--- src/rtl/vga_pkg.sv ---
// Shared VGA 640x480@60 timing constants, counter type and window helper.
// Used by vga_timing and vga_pix_en; the frame pulse option is VGA_TIMING_FRAME_PULSE_EN.
package vga_pkg;

    localparam int CNT_W = 10;

    localparam int DEF_H_VISIBLE = 640;
    localparam int DEF_H_FP      = 16;
    localparam int DEF_H_SYNC    = 96;
    localparam int DEF_H_BP      = 48;

    localparam int DEF_V_VISIBLE = 480;
    localparam int DEF_V_FP      = 10;
    localparam int DEF_V_SYNC    = 2;
    localparam int DEF_V_BP      = 33;

    localparam int H_TOTAL = DEF_H_VISIBLE + DEF_H_FP + DEF_H_SYNC + DEF_H_BP;
    localparam int V_TOTAL = DEF_V_VISIBLE + DEF_V_FP + DEF_V_SYNC + DEF_V_BP;

    typedef logic [CNT_W-1:0] count_t;

    // Half-open window test: lo <= v < hi.
    function automatic logic in_window(input count_t v, input count_t lo, input count_t hi);
        return (v >= lo) && (v < hi);
    endfunction

endpackage

--- src/rtl/vga_pix_en.sv ---
// Pixel-rate enable: divides the system clock by two as a one-in-two enable.
// Starts low in reset so the first cycle after release is an enabled one.
module vga_pix_en (
    input  logic i_clk,
    input  logic i_reset,
    output logic o_pix_en
);

    logic r_pix_en;

    always_ff @(posedge i_clk) begin
        if (i_reset) begin
            r_pix_en <= 1'b0;
        end else begin
            r_pix_en <= ~r_pix_en;
        end
    end

    assign o_pix_en = r_pix_en;

endmodule

--- src/rtl/vga_timing.sv ---
// VGA raster timing: pixel enable, h/v counters and combinational sync/bright decode.
// Define VGA_TIMING_FRAME_PULSE_EN to add the frameStart output.
module vga_timing
    import vga_pkg::*;
#(
    parameter int H_VISIBLE = DEF_H_VISIBLE,
    parameter int H_FP      = DEF_H_FP,
    parameter int H_SYNC    = DEF_H_SYNC,
    parameter int H_BP      = DEF_H_BP,
    parameter int V_VISIBLE = DEF_V_VISIBLE,
    parameter int V_FP      = DEF_V_FP,
    parameter int V_SYNC    = DEF_V_SYNC,
    parameter int V_BP      = DEF_V_BP
) (
    input  logic             clk,
    input  logic             reset,
    output logic             pixEn,
    output logic [CNT_W-1:0] hCount,
    output logic [CNT_W-1:0] vCount,
    output logic             hSync,
    output logic             vSync,
    output logic             bright
`ifdef VGA_TIMING_FRAME_PULSE_EN
    ,
    output logic             frameStart
`endif
);

    localparam int LINE_LEN  = H_VISIBLE + H_FP + H_SYNC + H_BP;
    localparam int FRAME_LEN = V_VISIBLE + V_FP + V_SYNC + V_BP;

    localparam count_t H_LAST    = count_t'(LINE_LEN - 1);
    localparam count_t H_VIS_END = count_t'(H_VISIBLE);
    localparam count_t HS_START  = count_t'(H_VISIBLE + H_FP);
    localparam count_t HS_END    = count_t'(H_VISIBLE + H_FP + H_SYNC);

    localparam count_t V_LAST    = count_t'(FRAME_LEN - 1);
    localparam count_t V_VIS_END = count_t'(V_VISIBLE);
    localparam count_t VS_START  = count_t'(V_VISIBLE + V_FP);
    localparam count_t VS_END    = count_t'(V_VISIBLE + V_FP + V_SYNC);

    logic   w_pix_en;
    count_t r_h_count;
    count_t r_v_count;

    vga_pix_en u_pix_en (
        .i_clk    (clk),
        .i_reset  (reset),
        .o_pix_en (w_pix_en)
    );

    // Wrap on >= rather than == so an out-of-range count can never persist.
    always_ff @(posedge clk) begin
        if (reset) begin
            r_h_count <= '0;
            r_v_count <= '0;
        end else if (w_pix_en) begin
            if (r_h_count >= H_LAST) begin
                r_h_count <= '0;
                if (r_v_count >= V_LAST) begin
                    r_v_count <= '0;
                end else begin
                    r_v_count <= r_v_count + count_t'(1);
                end
            end else begin
                r_h_count <= r_h_count + count_t'(1);
            end
        end
    end

    assign pixEn  = w_pix_en;
    assign hCount = r_h_count;
    assign vCount = r_v_count;

    // Decode straight from the counter registers: zero latency vs hCount/vCount.
    assign hSync  = ~in_window(r_h_count, HS_START, HS_END);
    assign vSync  = ~in_window(r_v_count, VS_START, VS_END);
    assign bright = (r_h_count < H_VIS_END) && (r_v_count < V_VIS_END);

`ifdef VGA_TIMING_FRAME_PULSE_EN
    // Qualified by the enable so it is one clk wide even though the counters hold for two.
    assign frameStart = w_pix_en && (r_h_count == '0) && (r_v_count == V_VIS_END);
`endif

endmodule

--- config.mk ---
export PLATFORM = sky130hd
export DESIGN_NAME = vga_timing
export DESIGN_NICKNAME = d
export VERILOG_FILES = /design/src/rtl/vga_pkg.sv /design/src/rtl/vga_pix_en.sv /design/src/rtl/vga_timing.sv
export SDC_FILE = /design/constraint.sdc
export NUM_CORES = 1
export LEC_CHECK = 0
export BUFFER_PORTS_ARGS = -buffer_cell sky130_fd_sc_hd__buf_2
export CORE_MARGIN = 2
export CORE_UTILIZATION = 40
export CTS_CLUSTER_DIAMETER = 50
export DETAILED_ROUTE_END_ITERATION = 10
export GPL_TIMING_DRIVEN = 0
export PLACE_DENSITY = 0.71
export RECOVER_POWER = 100
export SLEW_MARGIN = 15
export SYNTH_ARGS = -nofsm -noshare
export SYNTH_HDL_FRONTEND = slang
export SYNTH_SLANG_ARGS = --single-unit
--- constraint.sdc ---
create_clock -name clk -period 2.4 [get_ports clk]
set_input_delay 0.48 -clock clk [delete_from_list [all_inputs] [get_ports clk]]
set_output_delay 0.48 -clock clk [all_outputs]
set_load 0.02 [all_outputs]
==> results.sh, run 1 <==
export IMPL_outcome="finished, final reports clean"
export IMPL_grt_util_met3=0.0317
export IMPL_syn_area_per_cell_sq_um=8.39
export IMPL_ioPinCount=26
export IMPL_worst_pin_slew_ns=0.752
export IMPL_drive_above_1_share=0.0798
export IMPL_hold_worst_slack_ns=0.524
export IMPL_async_reset_ff_frac=0
export IMPL_dp_hpwl_mm=1.81
export IMPL_gr_usage_all_layers=0.160
export IMPL_dp_cells=190
export IMPL_use_met1=0.203
export IMPL_start_kind="flop"
export IMPL_synth_ff_type="dfxtp_1"
export IMPL_p_leak_nw=0.385
export IMPL_syn_area_sq_um=1120
export IMPL_syn_inst=134
export IMPL_max_slew_margin_rel=0.495
export IMPL_fin_ws_ns=0.494
export IMPL_timing_fmax_mhz=525
export IMPL_grt_max_degree=12
export IMPL_seq_area_frac_synth=0.374
export IMPL_path_cells="ha_1 > and4_1 > o21ai_1 > nand2b_2 > buf_6 > nor2_1"
export IMPL_worstHoldPathType="flop to flop"
export IMPL_cts_hold_buf=0
export IMPL_yosys_warnings=0
export IMPL_cp_end_kind="flop"
export IMPL_clockBufferDepth=2
export IMPL_setup_viol=0
export IMPL_worstPathRequired_ns=2.64
export IMPL_core_area_sq_um=2710
export IMPL_post_cts_buffers=0
export IMPL_placed_cell_area_sq_um=1290
export IMPL_clkTransAtPathRegs_ns=0.11
export IMPL_finalWirelength_mm=2.47
export IMPL_cp_arrival_ns=2.14
export IMPL_placementRows=19
export IMPL_cts_sinks=21
export IMPL_min_delay_start="vCount[0]"
export IMPL_dr_pass1_iters=4
export IMPL_cp_top_family="compound AO/OA/AOI/OAI gates"
export IMPL_synth_distinct_cells=37
export IMPL_use_met2=0.276
export IMPL_drc=0
export IMPL_grt_pass1_vias=974
export IMPL_place_gp_congestion=0.841
export IMPL_clk_latency_ns=0.29
export IMPL_start_util=0.415
export IMPL_timing_critical_path_buf_inv=1
export IMPL_antenna_cells=0
export IMPL_vias_per_cell=5.35
export IMPL_dp_slack_ns=0.803
export IMPL_drv_slew=0
export IMPL_nets=170
export IMPL_pwr_density_cell_nw_per_um2=460
export IMPL_critPathSlowestCell="o21ai_1"
export IMPL_fin_cells=194
export IMPL_die_h_um=57.0
export IMPL_cap_violations=0
export IMPL_cts_root_buf="clkbuf_4"
export IMPL_hold_viol=0
export IMPL_wl_per_cell_um=12.8
export IMPL_top_usage_layer="met2"
export IMPL_synth_edf_count=0
export IMPL_cts_buffers=3
export IMPL_grt_overflow_total=0
export IMPL_critPathLaunch="hCount[0]"
export IMPL_fin_skew_ns=0.00301
export IMPL_post_cts_resized=0
export IMPL_ant_nets=0
export IMPL_die_x_um=57.0
export IMPL_cts_tree="done"
export IMPL_fin_area_sq_um=1260
export IMPL_rsz0062_at_grt="no"
export IMPL_dieArea_sq_um=3250
export IMPL_synth_nets=140
export IMPL_r2r_start="hCount[0]"
export IMPL_syn2layout_area_growth_pct=12.1
export IMPL_ctsHtreeMaxLevel=1
export IMPL_antenna_found_initial=0
export IMPL_setup_tns_final_ns=0
export IMPL_grt_pass1_wl_mm=4.22
export IMPL_final_min_clock_period_ns=1.91
export IMPL_vias=1038
export IMPL_cp_slowest_stage_delay_ns=0.61
export IMPL_drtIter0Drc=50
export IMPL_crit_type="flop to flop"
export IMPL_max_vdd_ir_drop_v=0.000350
export IMPL_ys_ff_latch=21
export IMPL_final_period_utilization=0.794
export IMPL_fillers=305
export IMPL_crit_fanout=10
export IMPL_port_buffers=25
layer usage:
layer / wire length, um / vias to the layer above / share of wire
li1: - / 529 / -
met2: 1190 / 21 / 0.48
met1: 1160 / 486 / 0.47
met3: 121 / 2 / 0.049
met5: 0 / - / 0
met4: 8 / 0 / 0.0032
Yosys cell counts, drive strengths merged (2+ instances only):
master | n | area share
nand3 | 8 | 0.036
a22oi | 2 | 0.013
nand2b | 3 | 0.019
nand2 | 11 | 0.037
nor2 | 18 | 0.062
nand4 | 2 | 0.011
nor4 | 3 | 0.022
and3 | 2 | 0.012
buf | 4 | 0.029
inv | 7 | 0.023
ha | 4 | 0.044
nor3 | 5 | 0.022
o21ai | 2 | 0.019
xor2 | 4 | 0.031
o21a | 3 | 0.020
o32ai | 3 | 0.023
a21oi | 10 | 0.044
dfxtp | 21 | 0.37
clkbuf | 2 | 0.0078
a31oi | 3 | 0.017
or3 | 4 | 0.027
and4 | 3 | 0.024
xnor2 | 4 | 0.031
nand4b | 2 | 0.016
cell families after synthesis:
kind of cell | count (synthesis) | share of synthesized area
and+or+nand+nor | 62 | 0.294
AOI/OAI and AO/OA | 26 | 0.166
DFF | 21 | 0.374
buffers and inverters | 13 | 0.0601
xor gates and xnor gates | 8 | 0.0623
adders and majority gates | 4 | 0.0445
power breakdown:
group / switching [mW] / internal [mW]
logic: 0.0281 / 0.0182
clock network: 0.102 / 0.0646
registers: 0.0108 / 0.356
total: 0.141 / 0.439
final cells by class:
cell class                      instances  area, sq um  area share
Tap cell                               31         38.8      0.0308
Timing Repair Buffer                   25         95.1      0.0754
Clock buffer                            4         26.3      0.0208
Sequential cell                        21          420       0.333
Buffer                                  6         32.5      0.0258
Inverter                                7         26.3      0.0208
Multi-Input combinational cell        100          622       0.493
placed cells by master, fill, tap and decap left out, types with 4 or more instances in the layout:
| master | instances |
|---|---|
| a21oi_1 | 10 |
| clkbuf_1 | 28 |
| dfxtp_1 | 21 |
| ha_1 | 4 |
| inv_1 | 7 |
| nand2_1 | 11 |
| nand3_1 | 8 |
| nor2_1 | 18 |
| nor3_1 | 5 |
| xnor2_1 | 4 |
| xor2_1 | 4 |
final timing paths:
path                            slack, ns  cells past startpoint        end
worst max-delay path                 0.49                      6  hCount[8]
worst max register to register       0.49                      6  hCount[8]
worst min register to register       0.52                      2  vCount[0]
worst min-delay path                 0.52                      2  vCount[0]
flip-flops by register name, indices dropped and copies added, names as in the netlist:
| name | cells |
|---|---|
| u_pix_en.o_pix_en | 1 |
| vCount | 10 |
| hCount | 10 |
tightest hold or removal path, delay by kind of cell, from the launching register on:
kind / cells / cell delay (ns)
compound gates: 1 / 0.05
simple gates: 1 / 0.07
flops: 1 / 0.37
through the flow:
step                       util  total power, mW
after detailed placement  0.476            0.423
after global routing      0.465            0.615
after CTS                 0.485            0.593
final                     0.465            0.580
after floorplan               -            0.407
after global placement    0.476            0.422
(Power assumes the default switching activity.)
==> inputs of run 2 (changes only) <==
--- a/config.mk
+++ b/config.mk
@@ -5,13 +5,14 @@
 export SDC_FILE = /design/constraint.sdc
 export NUM_CORES = 1
 export LEC_CHECK = 0
+export ABC_AREA = 1
 export BUFFER_PORTS_ARGS = -buffer_cell sky130_fd_sc_hd__buf_2
 export CORE_MARGIN = 2
 export CORE_UTILIZATION = 40
 export CTS_CLUSTER_DIAMETER = 50
 export DETAILED_ROUTE_END_ITERATION = 10
 export GPL_TIMING_DRIVEN = 0
-export PLACE_DENSITY = 0.71
+export PLACE_DENSITY = 0.73
 export RECOVER_POWER = 100
 export SLEW_MARGIN = 15
 export SYNTH_ARGS = -nofsm -noshare
==> constraint.sdc (replaced) <==
create_clock -name clk -period 1.55 [get_ports clk]
set_input_delay 0.31 -clock clk [delete_from_list [all_inputs] [get_ports clk]]
set_output_delay 0.31 -clock clk [all_outputs]
set_load 0.02 [all_outputs]
==> results.sh, run 2 <==
export IMPL_grt_overflow_total=0
export IMPL_synth_edf_count=0
export IMPL_die_x_um=59.7
export IMPL_seq_area_frac_synth=0.338
export IMPL_synth_nets=193
export IMPL_use_met1=0.234
export IMPL_synth_top_cell_area_share=0.338
export IMPL_fillers=303
export IMPL_finalWirelength_mm=2.80
export IMPL_antenna_cells=0
export IMPL_synth_distinct_cells=24
export IMPL_wl_per_cell_um=11.0
export IMPL_synth_ff_type="dfxtp_1"
export IMPL_synthTopCellsByArea="dfxtp_1 34%, nand2_1 16%, nor2_1 8.5%, inv_1 6.0%, nand3_1 4.8%"
export IMPL_violations="negative setup slack"
export IMPL_vias_per_cell=4.92
export IMPL_clkTransAtPathRegs_ns=0.12
export IMPL_max_slew_margin_rel=0.701
export IMPL_yosys_warnings=0
export IMPL_cp_end_kind="output pin"
export IMPL_syn2layout_area_growth_pct=23.6
export IMPL_cts_hold_buf=0
export IMPL_ys_ff_latch=21
export IMPL_cp_arrival_ns=1.28
export IMPL_timing_fmax_mhz=629
export IMPL_syn_area_sq_um=1240
export IMPL_yosysTopAreaCell="dfxtp_1"
export IMPL_worst_pin_slew_ns=0.446
export IMPL_die_h_um=59.7
export IMPL_fin_cells=255
export IMPL_clk_latency_ns=0.30
export IMPL_vias=1255
export IMPL_hold_viol=0
export IMPL_fin_area_sq_um=1540
export IMPL_start_kind="flop"
export IMPL_dp_cells=245
export IMPL_core_area_sq_um=3000
export IMPL_synth_most_common_cell="nand2_1"
export IMPL_final_min_clock_period_ns=1.59
export IMPL_crit_fanout=5
export IMPL_setup_viol=1
export IMPL_grt_max_degree=12
export IMPL_grt_pass1_vias=1044
export IMPL_gr_usage_all_layers=0.163
export IMPL_nets=229
export IMPL_cts_buffers=3
export IMPL_drc=0
export IMPL_p_leak_nw=0.735
export IMPL_cap_violations=0
export IMPL_grt_pass1_wl_mm=4.51
export IMPL_cts_tree="done"
export IMPL_place_gp_congestion=0.809
export IMPL_crit_type="flop to output pin"
export IMPL_async_reset_ff_frac=0
export IMPL_drive_above_1_share=0.311
export IMPL_hold_worst_slack_ns=0.232
export IMPL_rsz0062_at_grt="yes"
export IMPL_start_util=0.414
export IMPL_port_buffers=25
export IMPL_drv_slew=0
export IMPL_syn_inst=187
export IMPL_max_vdd_ir_drop_v=0.000306
export IMPL_clockBufferDepth=2
export IMPL_ant_nets=0
export IMPL_setup_tns_final_ns=-0.0410
export IMPL_power_mw=0.871
export IMPL_grt_util_met3=0.0303
export IMPL_placementRows=20
export IMPL_antenna_found_initial=0
export IMPL_fin_skew_ns=0.00372
export IMPL_layout_common_cells="51 x nand2_1, 28 x nor2_1, 21 x buf_2, 19 x inv_1, 13 x dfxtp_1"
export IMPL_syn_area_per_cell_sq_um=6.64
export IMPL_outcome="complete, but fails checks"
export IMPL_cts_root_buf="clkbuf_4"
export IMPL_fin_ws_ns=-0.0410
export IMPL_final_period_utilization=1.03
export IMPL_top_usage_layer="met2"
export IMPL_dr_pass1_iters=4
export IMPL_dp_hpwl_mm=2.07
export IMPL_layout_commonest_cell="nand2_1"
export IMPL_worstHoldPathType="input port to flop"
export IMPL_ioPinCount=26
export IMPL_placed_cell_area_sq_um=1410
export IMPL_drtIter0Drc=51
export IMPL_dieArea_sq_um=3570
export IMPL_cts_sinks=21
export IMPL_pwr_density_cell_nw_per_um2=567
export IMPL_worstPathRequired_ns=1.24
export IMPL_synthTopCellsByCount="52 x nand2_1, 28 x nor2_1, 21 x dfxtp_1"
export IMPL_ctsHtreeMaxLevel=1
export IMPL_use_met2=0.245
## run 2: changes by cell type after synthesis, moves of 4 or more
cell / before / now
inv_2: 0 / 4
o21ai_0: 1 / 5
xnor2_1: 4 / 0
nor2_1: 17 / 28
inv_1: 7 / 20
nor3_1: 5 / 1
a21oi_1: 10 / 4
nand3_1: 8 / 12
nand4_1: 2 / 6
nand2_2: 0 / 4
nor3_2: 0 / 5
nand2_1: 11 / 52
nor2_2: 1 / 6
## run 2: report_power, final
part	internal (mW)	switching [mW]
clock	0.100	0.163
combinational	0.0189	0.0442
sequential	0.539	0.00609
## run 2: cell type report
type                    count  area [sq um]  area share
multi-input cells         138           741       0.482
flip-flops and latches     21           440       0.287
repair buffers             29           158       0.103
inverters                  29           118      0.0766
well taps                  33          41.3      0.0269
clock buffers               4          26.3      0.0171
plain buffers               1          11.3     0.00733
## run 2: cell families (layout without fill, tap and decap cells)
family	Yosys count	count (layout)	share of synthesized area
adder cells (fa/ha/maj)	4	4	0.0403
XOR/XNOR	2	2	0.0141
AO/OA/AOI/OAI	12	12	0.0504
flip-flops	21	21	0.338
buffers and inverters	30	63	0.101
AND/OR/NAND/NOR	118	120	0.456
## run 2: worst paths after layout
check	from	end	slack, ns	cells past startpoint
min	reset	vCount[4]	0.23	2
max reg2reg	hCount[0]	vCount[1]	0.09	10
min reg2reg	hCount[9]	hCount[9]	0.48	2
max	vCount[5]	vSync	-0.04	4
## run 2: layer usage
metal | vias up | routed length [um]
met3 | 6 | 146
met4 | 0 | 42
met1 | 556 | 1370
li1 | 658 | -
met2 | 35 | 1240
met5 | - | 0
## run 2: what timing repair did
action	in CTS	in global routing
gates cloned	0	2
buffers inserted	3	1
setup endpoints to repair	3	21
pin swaps	2	4
resized for setup	12	10
## run 2: critical path, stage by stage (launching register included)
cell     delay (ns)
dfxtp_4        0.40
inv_4          0.04
nor3_4         0.24
nand4_1        0.12
buf_4          0.18
## run 2: through the flow
step	util	setup WS, ns
3_3_place_gp	0.469	0.0618
3_5_place_dp	0.469	0.0183
5_1_grt	0.511	-0.0991
4_1_cts	0.495	-0.0385
6_report	0.511	-0.0410
2_1_floorplan	-	0.0617
